### config.mk
export PLATFORM = sky130hd
export DESIGN_NAME = vec_fifo_arbiter_flat
export DESIGN_NICKNAME = d
export VERILOG_FILES = /design/src/rtl/vec_fifo_arbiter_if.sv /design/src/rtl/vec_fifo_arbiter.sv /design/src/flat_wrapper.sv
export SDC_FILE = /design/constraint.sdc
export NUM_CORES = 1
export LEC_CHECK = 0
export CELL_PAD_IN_SITES_DETAIL_PLACEMENT = 1
export CELL_PAD_IN_SITES_GLOBAL_PLACEMENT = 1
export CORE_AREA = 8 8 515 517
export CTS_CLUSTER_SIZE = 8
export DETAILED_ROUTE_END_ITERATION = 16
export DIE_AREA = 0 0 523 525
export GPL_TIMING_DRIVEN = 0
export PLACE_DENSITY = 0.38
export REMOVE_ABC_BUFFERS = 1
export SLEW_MARGIN = 40
export SYNTH_ARGS = -nofsm -noshare
export SYNTH_HDL_FRONTEND = slang
export SYNTH_SLANG_ARGS = --single-unit
### constraint.sdc
create_clock -name clk -period 4.18 [get_ports clk]
set_input_delay 0.836 -clock clk [delete_from_list [all_inputs] [get_ports clk]]
set_output_delay 0.836 -clock clk [all_outputs]
set_load 0.01 [all_outputs]
### src/rtl/vec_fifo_arbiter_if.sv
// Shared request bus and FIFO write port seen by vec_fifo_arbiter.
// The arbiter uses the slave view; producers and the FIFO side use the master view.
interface vec_fifo_arbiter_if #(
    parameter int WIDTH_VECTOR = 16,
    parameter int N            = 16,
    parameter int NREQ         = 4
);
    logic [NREQ-1:0]                         req_valid;
    logic [NREQ-1:0]                         req_last;
    logic [NREQ-1:0][WIDTH_VECTOR-1:0][N-1:0] req_data;
    logic [NREQ-1:0]                         req_ready;
    logic                                    fifo_full;
    logic                                    fifo_winc;
    logic [WIDTH_VECTOR-1:0][N-1:0]          fifo_wdata;

    modport master (
        output req_valid, req_last, req_data, fifo_full,
        input  req_ready, fifo_winc, fifo_wdata
    );

    modport slave (
        input  req_valid, req_last, req_data, fifo_full,
        output req_ready, fifo_winc, fifo_wdata
    );
endinterface

### src/rtl/vec_fifo_arbiter.sv
// Round-robin arbiter sharing one vector FIFO write port among NREQ producers.
// Bursts are written contiguously; a watchdog cuts bursts longer than MAX_BURST beats.
module vec_fifo_arbiter #(
    parameter int WIDTH_VECTOR = 16,
    parameter int N            = 16,
    parameter int NREQ         = 4,
    parameter int MAX_BURST    = 64,
    localparam int GW          = $clog2(NREQ),
    localparam int BW          = $clog2(MAX_BURST + 1)
) (
    input  logic                clk,
    input  logic                rst,
    vec_fifo_arbiter_if.slave   bus,
    output logic                busy,
    output logic [GW-1:0]       grant_id,
    output logic                burst_err,
    output logic [31:0]         beat_cnt
);

    typedef enum logic {IDLE, LOCK} state_t;

    state_t        state;
    logic [BW-1:0] burst_cnt;
    logic [GW-1:0] sel;
    logic [GW-1:0] cand;
    logic          found;
    logic          xfer;

    assign xfer           = bus.req_valid[grant_id] & ~bus.fifo_full;
    assign bus.fifo_winc  = busy & xfer;
    assign bus.fifo_wdata = bus.req_data[grant_id];

    always_comb begin
        bus.req_ready = '0;
        for (int unsigned i = 0; i < NREQ; i++) begin
            bus.req_ready[i] = busy & (grant_id == GW'(i)) & ~bus.fifo_full;
        end
    end

    // Search starts one past the last grant, so the previous winner has lowest priority.
    always_comb begin
        found = 1'b0;
        sel   = grant_id;
        cand  = '0;
        for (int unsigned k = 1; k <= NREQ; k++) begin
            cand = GW'((32'(grant_id) + k) % NREQ);
            if (!found && bus.req_valid[cand]) begin
                sel   = cand;
                found = 1'b1;
            end
        end
    end

    always_ff @(posedge clk or posedge rst) begin
        if (rst) begin
            state     <= IDLE;
            busy      <= 1'b0;
            grant_id  <= GW'(NREQ - 1);
            burst_err <= 1'b0;
            beat_cnt  <= '0;
            burst_cnt <= '0;
        end else begin
            case (state)
                IDLE: begin
                    if (found) begin
                        grant_id  <= sel;
                        burst_cnt <= '0;
                        state     <= LOCK;
                        busy      <= 1'b1;
                    end
                end
                LOCK: begin
                    if (xfer) begin
                        burst_cnt <= burst_cnt + 1'b1;
                        beat_cnt  <= beat_cnt + 32'd1;
                        if (bus.req_last[grant_id]) begin
                            state <= IDLE;
                            busy  <= 1'b0;
                        end else if (burst_cnt == BW'(MAX_BURST - 1)) begin
                            state     <= IDLE;
                            busy      <= 1'b0;
                            burst_err <= 1'b1;
                        end
                    end
                end
                default: begin
                    state <= IDLE;
                    busy  <= 1'b0;
                end
            endcase
        end
    end

endmodule

### src/flat_wrapper.sv
// flat-port wrapper written by rule: the top's interface ports become plain ports
module vec_fifo_arbiter_flat 
#(
    parameter int WIDTH_VECTOR = 16,
    parameter int N            = 16,
    parameter int NREQ         = 4,
    parameter int MAX_BURST    = 64,
    localparam int GW          = $clog2(NREQ),
    localparam int BW          = $clog2(MAX_BURST + 1)
)
  (clk, rst, busy, grant_id, burst_err, beat_cnt, bus_req_valid, bus_req_last, bus_req_data, bus_fifo_full, bus_req_ready, bus_fifo_winc, bus_fifo_wdata);
  vec_fifo_arbiter_if #(.WIDTH_VECTOR(WIDTH_VECTOR), .N(N), .NREQ(NREQ)) bus_i ();
  input  logic clk;
  input  logic rst;
  output logic busy;
  output logic [GW-1:0] grant_id;
  output logic burst_err;
  output logic [31:0] beat_cnt;
  input wire logic [$bits(bus_i.req_valid)-1:0] bus_req_valid;
  input wire logic [$bits(bus_i.req_last)-1:0] bus_req_last;
  input wire logic [$bits(bus_i.req_data)-1:0] bus_req_data;
  input wire logic [$bits(bus_i.fifo_full)-1:0] bus_fifo_full;
  output wire logic [$bits(bus_i.req_ready)-1:0] bus_req_ready;
  output wire logic [$bits(bus_i.fifo_winc)-1:0] bus_fifo_winc;
  output wire logic [$bits(bus_i.fifo_wdata)-1:0] bus_fifo_wdata;
  assign bus_i.req_valid = bus_req_valid;
  assign bus_i.req_last = bus_req_last;
  assign bus_i.req_data = bus_req_data;
  assign bus_i.fifo_full = bus_fifo_full;
  assign bus_req_ready = bus_i.req_ready;
  assign bus_fifo_winc = bus_i.fifo_winc;
  assign bus_fifo_wdata = bus_i.fifo_wdata;
  vec_fifo_arbiter #(.WIDTH_VECTOR(WIDTH_VECTOR), .N(N), .NREQ(NREQ), .MAX_BURST(MAX_BURST)) u_core (.clk(clk), .rst(rst), .bus(bus_i), .busy(busy), .grant_id(grant_id), .burst_err(burst_err), .beat_cnt(beat_cnt));
endmodule
; Word level (Yosys, flattened, before mapping)
; Cells that the tools add are included.
[op_classes]
add_sub_neg = 6
multipliers = 0
n_div = 0
n_lt_le_gt_ge = 5
n_eq_ne = 7
n_shift = 0
n_mux = 35
bitwise = 13
n_reduce_logical = 13
[ops]
columns = op, count
row1 = 256-bit binary-select mux with 2-bit select, 1
row2 = 256-bit 2-to-1 mux, 1
row3 = "32-bit by 1-bit adder with 32-bit output, second input constant", 1
row4 = 1-bit 2-to-1 mux, 18
row5 = "2-bit by 3-bit less-than comparator with 1-bit output, second input constant", 5
row6 = 7-bit 2-to-1 mux, 2
row7 = 7-bit one-hot mux with 2 select lines, 1
row8 = 1-bit binary-select mux with 2-bit select, 6
row9 = 1-bit AND, 10
row10 = 2-bit 2-to-1 mux, 4
row11 = "7-bit by 1-bit adder with 7-bit output, second input constant", 1
row12 = "7-bit by 6-bit equality test with 1-bit output, second input constant", 1
row13 = 3-bit AND reduction, 2
row14 = "2-bit by 1-bit adder with 2-bit output, second input constant", 2
row15 = "2-bit adder, second input constant", 2
row16 = "2-bit equality test, second input constant", 2
row17 = 1-bit one-hot mux with 2 select lines, 2
row18 = 2-bit AND reduction, 2
row19 = 4-bit AND reduction, 1
row20 = 4-bit nonzero test, 1
row21 = 1-bit logical AND, 3
row22 = 1-bit zero test, 3
row23 = "3-bit inequality test, second input constant", 1
row24 = 1-bit inverter, 3
row25 = other kinds (4), 4
[totals]
regBits = 44
latch_bits = 0
mem_bits_rw = 0
mem_bits_ro = 0
out_inout_bits = 297
wordCells = 85
mem_count = 0

; Logic depth before layout (Yosys ltp)
; Gate-level depths: netlist (run 1).
[logic_depth]
depth_word = 15
mapped_depth = 10
ltp_nobuf = 7

; Worst setup path after synthesis (run 1)
; No wires, ideal clock.
[synth_timing]
path_kind = flip-flop to output port
startpoint = register u_core.grant_id[0]
endpoint = output port bus_fifo_wdata[226]
arrival_time_ns = 2.022
setup_slack_ns = 1.322
path_stages_with_launch = 5
path_buffers = 3
cell_sequence = dfstp_2 -> buf_2 -> buf_2 -> buf_2 -> mux4_2
[synth_via]
elab_chain_len = 2
[synth_rtl]
columns = element, line_no
row1 = from (decl), vec_fifo_arbiter.sv:15  ; output logic [GW-1:0] grant_id,
row2 = from (signal assigned), vec_fifo_arbiter.sv:58  ; grant_id <= GW'(NREQ - 1);
row3 = from (signal assigned), vec_fifo_arbiter.sv:66  ; grant_id <= sel;
row4 = 256-bit binary-select mux with 2-bit select, vec_fifo_arbiter.sv:31  ; assign bus.fifo_wdata = bus.req_data[grant_id];
row5 = 256-bit 2-to-1 mux (not written as such), vec_fifo_arbiter.sv:31
row6 = to (decl), flat_wrapper.sv:25  ; output wire logic [$bits(bus_i.fifo_wdata)-1:0] bus_fifo_wdata;
; Every way passes these cells. The select of a mux whose other input is x is not followed.

; Final worst setup path (run 1)
[layout_timing]
startpoint = register u_core.grant_id[1]
endpoint = output port bus_fifo_wdata[217]
; Same word-level chain as after synthesis.

==> summary.md, run 1 <==
| Metric | Value |
|---|---|
| Global routing usage summed across all routing layers | `0.169` |
| Final layout net count | `a little under 3,000` |
| Part of the power in combinational logic | `0.925` |
| Outcome | `finished, final reports clean` |
| Count of synthesis-stage warnings from yosys | `0` |
| Design internal power | `6.92 mW` |
| TritonCTS buffer count | `5` |
| WL/cell | `approximately 46 um` |
| Clock Tree Root | `sky130_fd_sc_hd__clkbuf_16` |
| Worst EP required | `3.34 ns` |
| Later-pin clock latency in the skew report | `0.31 ns` |
| CTS tree | `built` |
| Most frequent cells in the layout | `sky130_fd_sc_hd__clkdlybuf4s50_1 (1,302), sky130_fd_sc_hd__mux4_2 (261), sky130_fd_sc_hd__dfrtp_1 (42), sky130_fd_sc_hd__xnor2_1 (23), sky130_fd_sc_hd__dlygate4sd2_1 (22)` |
| Mean cell area of the mapped netlist | `15.8 um2` |
| Wire length of the first global-routing pass | `~280,000 um` |
| Rel. slew slack | `0.463` |
| Die span in x | `about 520 um` |
| Final number of hold-violating endpoints | `0` |
| Core footprint | `between 200,000 and 300,000 um2` |
| Total Wirelength | `between 200,000 and 250,000 um` |
| Number of synthesized register bits | `44` |
| Drc violations | `0` |
| Crit end category | `output port` |
| Deepest level of the CTS H-tree | `2` |
| Final weighted congestion in routability-driven placement | `between 0.9 and 1` |
| Number of iterations in the first detailed-routing pass | `5` |
| Synth Instances | `523` |
| HPWL after detailed placement | `approximately 230,000 um` |
| Shortest period the worst path allows | `between 4 and 5 ns` |
| Vertical die dimension | `between 500 and 600 um` |
| Commonest non-fill, non-tap cell in the layout | `sky130_fd_sc_hd__clkdlybuf4s50_1` |
| Number of port buffers | `approximately 1,300` |
| Per-cell via count in the routed design | `2.66` |
| Number of global-route vias before repair | `14,008` |
| Number of filler instances in the final layout | `29,897` |
| Yosys cell types | `36` |
| Total negative setup slack | `0 ns` |
| Achievable Freq | `248 MHz` |
| Pin count of the biggest net entering global routing | `41` |
| Layout area overhead | `222%` |
| Total power consumption of the routed design | `roughly 14 mW` |
| Launching element type of the critical path | `register` |
| Switching Power | `7.09 mW` |
| Max-cap violation count | `0` |
| Tcrit/Tclk final | `0.963` |
| Proportion of synthesized flip-flops having asynchronous set or reset | `1.00` |
| Sequential cell area fraction in the yosys report | `0.133` |
| Row Count | `approximately 190` |
| Clock transition at path regs | `about 0.08 ns` |
| Part of the power in registers | `0.042` |
| Register-to-register setup slack | `1.27 ns` |
| Multi-input combinational cell area | `6900 um2` |
| Initial standard-cell utilization of the core | `0.0322` |
| Post-synth EDFFs | `0` |
| Power per cell area | `525 nW/um2` |
| Peak supply drop | `approximately 0.28 mV` |
| Slew at the pin closest to its max-slew limit | `0.803 ns` |
| Maximum buffer depth of the clock tree | `2` |
| Maximum clock skew at final layout | `0.0111 ns` |
| Pins over their slew limit | `0` |
| Unrepaired setup endpoints after global routing | `false` |
| Number of vias in the routed layout | `~14,000` |
| Sw Ratio | `0.506` |
| Kind of critical path | `reg2out` |
| Highest net fanout along the worst path | `32` |
| Post-route antenna net violation count | `0` |
| I/O pin count | `1,332` |
| Primary flip-flop cell chosen by synthesis mapping | `sky130_fd_sc_hd__dfrtp_1` |
| Num Clock Sinks | `44` |
| Classification of the worst-slack hold path | `reg2reg` |
| Area of all sequential standard cells | `1110 um2` |
| Fraction of final layout cells with drive strength greater than 1 | `0.179` |
| Aggregate global routing overflow | `0` |
| Total leakage power | `around 8.4 nW` |
| Overall die area | `~270,000 um2` |
| Antenna violations before repair | `379` |
| Clock share of power | `0.033` |
| Detailed router's first-iteration violation count | `between 1,000 and 1,500` |
| Netlist area before placement | `about 8300 um2` |
| Final count of negative-setup-slack endpoints | `0` |
| Crit path arrival time | `3.19 ns` |
power by group through the flow:
| stage | clock (mW) | combinational (mW) | sequential (mW) |
|---|---|---|---|
| after floorplan | 0 | 3.90 | 1.37 |
| after global placement | 0 | 8.36 | 1.51 |
| after detailed placement | 0 | 12.9 | 0.719 |
| after CTS | 0.500 | 13.3 | 0.591 |
| after global routing | 0.510 | 13.5 | 0.604 |
| final | 0.461 | 13.0 | 0.587 |
layer usage:
metal | GRT usage | vias to the layer above | share of wire
met1 | 0.190 | 6849 | 0.38
met3 | 0.124 | 552 | 0.16
met2 | 0.272 | 1316 | 0.44
met5 | 0 | - | 0.0075
met4 | 0.00893 | 280 | 0.011
li1 | - | 5133 | -
synth_stat cells, types with 7 or more instances:
master | instances | area share
sky130_fd_sc_hd__buf_2 | 27 | 0.016
sky130_fd_sc_hd__clkbuf_1 | 32 | 0.014
sky130_fd_sc_hd__dfrtp_1 | 42 | 0.13
sky130_fd_sc_hd__mux4_2 | 261 | 0.71
sky130_fd_sc_hd__nand2_1 | 16 | 0.0072
sky130_fd_sc_hd__nand3_1 | 15 | 0.0091
sky130_fd_sc_hd__nand4_1 | 12 | 0.0091
sky130_fd_sc_hd__nor2_1 | 16 | 0.0072
sky130_fd_sc_hd__o21ai_0 | 7 | 0.0042
sky130_fd_sc_hd__xnor2_1 | 23 | 0.024
sky130_fd_sc_hd__xor2_1 | 13 | 0.014
timing repair:
action	CTS	global route
endpoints found under the hold margin	0	0
resized for setup	26	2
hold buffers	0	0
setup endpoints to repair	111	3
cloned	4	0
buffers inserted	8	10
cell type report:
type	count	area share
Inverter	6	0.00103
Tap cell	3402	0.160
Antenna cell	75	0.00703
Timing Repair Buffer	1373	0.527
Clock buffer	6	0.00521
Multi-Input combinational cell	412	0.259
Sequential cell	44	0.0416
Clock inverter	2	0.000375
worst max-delay path: stages (launching register included):
cell	delay, ns
sky130_fd_sc_hd__dfstp_4	0.66
sky130_fd_sc_hd__buf_12	0.20
sky130_fd_sc_hd__buf_12	0.24
sky130_fd_sc_hd__buf_16	0.24
sky130_fd_sc_hd__buf_12	0.27
sky130_fd_sc_hd__mux4_2	0.49
sky130_fd_sc_hd__clkdlybuf4s50_1	0.57
metrics by stage:
step | hold WS (ns) | util | setup slack (ns) | instances | area, um2
after global routing | 0.528 | 0.103 | 0.0212 | 5272 | 26600
after CTS | 0.509 | 0.103 | 0.0358 | 5235 | 26400
after detailed placement | 0.484 | 0.101 | -0.389 | 5215 | 26100
after floorplan | 0.463 | - | -3.69 | 462 | 8020
final | 0.497 | 0.104 | 0.154 | 5320 | 26700
after global placement | 0.495 | 0.0994 | -8.00 | 5195 | 25600
worst paths after layout:
check | start | to | cells past startpoint
min in group asynchronous | rst | u_core.beat_cnt[18] | 2
setup / recovery | u_core.grant_id[1] | bus_fifo_wdata[217] | 6
hold / removal | u_core.burst_err | u_core.burst_err | 2
hold reg to reg | u_core.burst_err | u_core.burst_err | 2
setup reg to reg | u_core.grant_id[0] | u_core.beat_cnt[31] | 7
max in group asynchronous | rst | u_core.grant_id[0] | 3
flip-flops by register name (all words and copies together), names as in the netlist:
signal	flops
u_core.burst_cnt	7
u_core.burst_err	1
u_core.grant_id	2
u_core.busy	1
u_core.state	1
u_core.beat_cnt	32
cell families after synthesis:
group	after synthesis	share of synthesized area
AOI/OAI and AO/OA	16	0.0115
xor gates and xnor gates	36	0.0380
adders and majority gates	6	0.00906
buffers and inverters	67	0.0358
DFF	44	0.133
muxes	264	0.713
and+or+nand+nor	90	0.0595
Power figures use the tool's default switching activity.
==> run 2: changes to the inputs <==
--- a/config.mk
+++ b/config.mk
@@ -5,6 +5,7 @@
 export SDC_FILE = /design/constraint.sdc
 export NUM_CORES = 1
 export LEC_CHECK = 0
+export CAP_MARGIN = 10
 export CELL_PAD_IN_SITES_DETAIL_PLACEMENT = 1
 export CELL_PAD_IN_SITES_GLOBAL_PLACEMENT = 1
 export CORE_AREA = 8 8 515 517
@@ -12,9 +13,10 @@
 export DETAILED_ROUTE_END_ITERATION = 16
 export DIE_AREA = 0 0 523 525
 export GPL_TIMING_DRIVEN = 0
-export PLACE_DENSITY = 0.38
+export PLACE_DENSITY = 0.37
 export REMOVE_ABC_BUFFERS = 1
 export SLEW_MARGIN = 40
 export SYNTH_ARGS = -nofsm -noshare
 export SYNTH_HDL_FRONTEND = slang
 export SYNTH_SLANG_ARGS = --single-unit
+export TNS_END_PERCENT = 1
==> run 2 against run 1 <==
Against the previous run:
- clock power grew 6.3%
- clock skew shrank 0.0062 ns
- sequential power grew 8.5%
- wire length shrank 2.0%
- fmax shrank 1.3%
- highest routed layer unchanged
==> summary.md, run 2 (same netlist as run 1, synthesis figures left out) <==
| Metric | Value |
|---|---|
| Final count of negative-setup-slack endpoints | `0 (unchanged)` |
| Outcome | `finished, final reports clean` |
| Uppermost metal layer occupied by signal nets | `met5` |
| Achievable Freq | `245 MHz (-1.3%)` |
| Top reg by flops | `u_core.beat_cnt` |
| Number of vias in the routed layout | `14,040 (-0.64%)` |
| Number of iterations in the first detailed-routing pass | `7 (+2)` |
| Most frequent cells in the layout | `sky130_fd_sc_hd__clkdlybuf4s50_1 (1,322), sky130_fd_sc_hd__mux4_2 (261), sky130_fd_sc_hd__dfrtp_1 (42), sky130_fd_sc_hd__xnor2_1 (23)` |
| Worst EP required | `3.34 ns (about the same)` |
| HPWL after detailed placement | `229,000 um (-1.0%)` |
| Crit path arrival time | `3.24 ns (+0.05 ns)` |
| Kind of critical path | `reg2out` |
| Wire length of the first global-routing pass | `272,000 um (-2.2%)` |
| Total Wirelength | `239,000 um (-2.0%)` |
| Delay contributed by the slowest stage of the critical path | `0.96 ns (+0.30 ns)` |
| Final layout net count | `2,863 (-0.69%)` |
| Number of port buffers | `1,331 (unchanged)` |
| Crit end category | `output port` |
| Drc violations | `0 (unchanged)` |
| Clock transition at path regs | `0.06 ns (-0.02 ns)` |
| Number of filler instances in the final layout | `29,924 (+0.090%)` |
| Maximum buffer depth of the clock tree | `2 (unchanged)` |
| Detail Route met3 WL | `41,300 um (+6.3%)` |
| Rel. slew slack | `0.484 (+0.0208)` |
| Vertical die dimension | `525 um (unchanged)` |
| Final weighted congestion in routability-driven placement | `0.948 (+0.81%)` |
| Overall die area | `275,000 um2 (unchanged)` |
| Met1 Routed Length | `85,400 um (-7.3%)` |
| Deepest level of the CTS H-tree | `2 (unchanged)` |
| Maximum clock skew at final layout | `0.00481 ns (-0.00625 ns)` |
| Aggregate global routing overflow | `0 (unchanged)` |
| Highest net fanout along the worst path | `32 (unchanged)` |
| Cell-by-cell trace of the critical path | `buf_16 > buf_16 > buf_12 > mux4_2 > clkdlybuf4s50_1` |
| Total leakage power | `8.25 nW (-1.9%)` |
| Clock Tree Root | `sky130_fd_sc_hd__clkbuf_16` |
| Die span in x | `523 um (unchanged)` |
| Slew at the pin closest to its max-slew limit | `0.772 ns (-0.0311 ns)` |
| Launching element type of the critical path | `register` |
| Pin count of the biggest net entering global routing | `40 (-2.4%)` |
| Library cell contributing the largest single delay on the critical path | `sky130_fd_sc_hd__clkdlybuf4s50_1` |
| Commonest non-fill, non-tap cell in the layout | `sky130_fd_sc_hd__clkdlybuf4s50_1` |
| I/O pin count | `1,332 (unchanged)` |
| Met2 Routed Length | `107,000 um (-0.97%)` |
| Top flop regs | `u_core.beat_cnt x32, u_core.burst_cnt x7, u_core.grant_id x2` |
| Global routing usage summed across all routing layers | `0.166 (-0.00369)` |
| Layout area overhead | `219%` |
| Per-cell via count in the routed design | `2.66 (+0.27%)` |
| Power per cell area | `506 nW/um2 (-3.6%)` |
| Post-route antenna net violation count | `0 (unchanged)` |
| Later-pin clock latency in the skew report | `0.29 ns (-0.02 ns)` |
| Fraction of final layout cells with drive strength greater than 1 | `0.167 (-0.0123)` |
| Final number of hold-violating endpoints | `0 (unchanged)` |
| Number of flip-flops in the largest register | `32 (unchanged)` |
| Classification of the worst-slack hold path | `reg2reg` |
| Peak supply drop | `0.284 mV (+2.4%)` |
| Number of hold-repair buffers added at the cts stage | `0 (unchanged)` |
| Most frequent cell on the critical path | `sky130_fd_sc_hd__buf_16` |
| WL/cell | `45.3 um (-1.1%)` |
| Row Count | `187 (unchanged)` |
| Pins over their slew limit | `0 (unchanged)` |
| Antenna violations before repair | `422 (+11%)` |
| End-of-flow core utilization | `0.103 (-0.00104)` |
| TritonCTS buffer count | `5 (unchanged)` |
| Unrepaired setup endpoints after global routing | `false` |
| Number of global-route vias before repair | `13,826 (-1.3%)` |
| Tcrit/Tclk final | `0.976 (+0.0125)` |
| Max-cap violation count | `0 (unchanged)` |
| Total power consumption of the routed design | `13.4 mW (-4.6%)` |
| Shortest period the worst path allows | `4.08 ns (+0.0524 ns)` |
| CTS tree | `built` |
| Detailed router's first-iteration violation count | `879 (-17%)` |
| Num Clock Sinks | `44 (unchanged)` |
| Core footprint | `258,000 um2 (unchanged)` |
| Initial standard-cell utilization of the core | `0.0322 (unchanged)` |
| Total negative setup slack | `0 ns (unchanged)` |
[run 2: changes by cell type in the layout (fill, tap and decap cells not counted), moves of 2 or more]
cell and change:
sky130_fd_sc_hd__dlygate4sd2_1 -17, sky130_fd_sc_hd__nor2_1 +2, sky130_fd_sc_hd__clkinv_2 -2, sky130_fd_sc_hd__buf_4 -15, sky130_fd_sc_hd__bufbuf_16 -4, sky130_fd_sc_hd__buf_2 -2
sky130_fd_sc_hd__nor2_2 -2, sky130_fd_sc_hd__clkdlybuf4s50_1 +20, sky130_fd_sc_hd__diode_2 -28
[run 2: final timing paths]
check                                    from             endpoint  slack, ns  cells after the start
hold / removal               u_core.burst_err     u_core.burst_err       0.49                      2
max in group asynchronous                 rst   u_core.grant_id[1]       2.89                      3
setup / recovery           u_core.grant_id[1]  bus_fifo_wdata[154]       0.10                      5
min in group asynchronous                 rst  u_core.beat_cnt[16]       0.80                      2
setup reg to reg           u_core.grant_id[1]  u_core.beat_cnt[27]       1.67                      5
hold reg to reg              u_core.burst_err     u_core.burst_err       0.49                      2
[run 2: cell type report]
type / count / area (um2) / share of cell area
diodes: 47 / 118 / 0.00445
clock buffers: 7 / 153 / 0.00578
clock inverters: 1 / 30.0 / 0.00114
inverters: 6 / 25.0 / 0.000947
multi-input cells: 412 / 6890 / 0.261
flip-flops and latches: 44 / 1110 / 0.0421
well taps: 3402 / 4260 / 0.161
repair buffers: 1353 / 13800 / 0.524
[run 2: metrics by stage]
step,setup WS (ns),area [um2],hold WS [ns],instances
6_report,0.102,26400,0.494,5272
3_3_place_gp,-8.21,25600,0.489,5195
3_5_place_dp,-0.115,26100,0.487,5215
2_1_floorplan,-3.69,8020,0.463,462
5_1_grt,0.00498,26300,0.520,5234
4_1_cts,0.0236,26300,0.504,5225
[run 2: metal layers]
layer	up-vias	global-route usage
met1	6718	0.177
met4	304	0.00603
li1	5057	-
met2	1356	0.272
met5	-	0
met3	605	0.130
[run 2: power breakdown]
group	leakage, nW	switching [mW]	internal (mW)	total (mW)
Clock	0.0904	0.175	0.315	0.490
Combinational	7.58	6.24	6.00	12.2
Sequential	0.580	0.138	0.499	0.637
[run 2: critical path, delay by kind of cell, from the launching register on]
family                 cells  cell delay, ns
muxes                      1            0.22
buffers and inverters      4            1.72
DFF                        1            0.88
[run 2: repair_timing]
| item | 4_1_cts | 5_1_grt |
|---|---|---|
| cloned | 0 | 0 |
| gates resized for setup | 5 | 1 |
| endpoints found under the setup margin | 74 | 1 |
| pin swaps | 0 | 0 |
| buffers inserted | 2 | 0 |
==> run 3: changes to the inputs <==
--- a/config.mk
+++ b/config.mk
@@ -5,7 +5,6 @@
 export SDC_FILE = /design/constraint.sdc
 export NUM_CORES = 1
 export LEC_CHECK = 0
-export CAP_MARGIN = 10
 export CELL_PAD_IN_SITES_DETAIL_PLACEMENT = 1
 export CELL_PAD_IN_SITES_GLOBAL_PLACEMENT = 1
 export CORE_AREA = 8 8 515 517
==> results of run 3 <==
The final DEF is identical to that of run 2; final timing and power are the same.
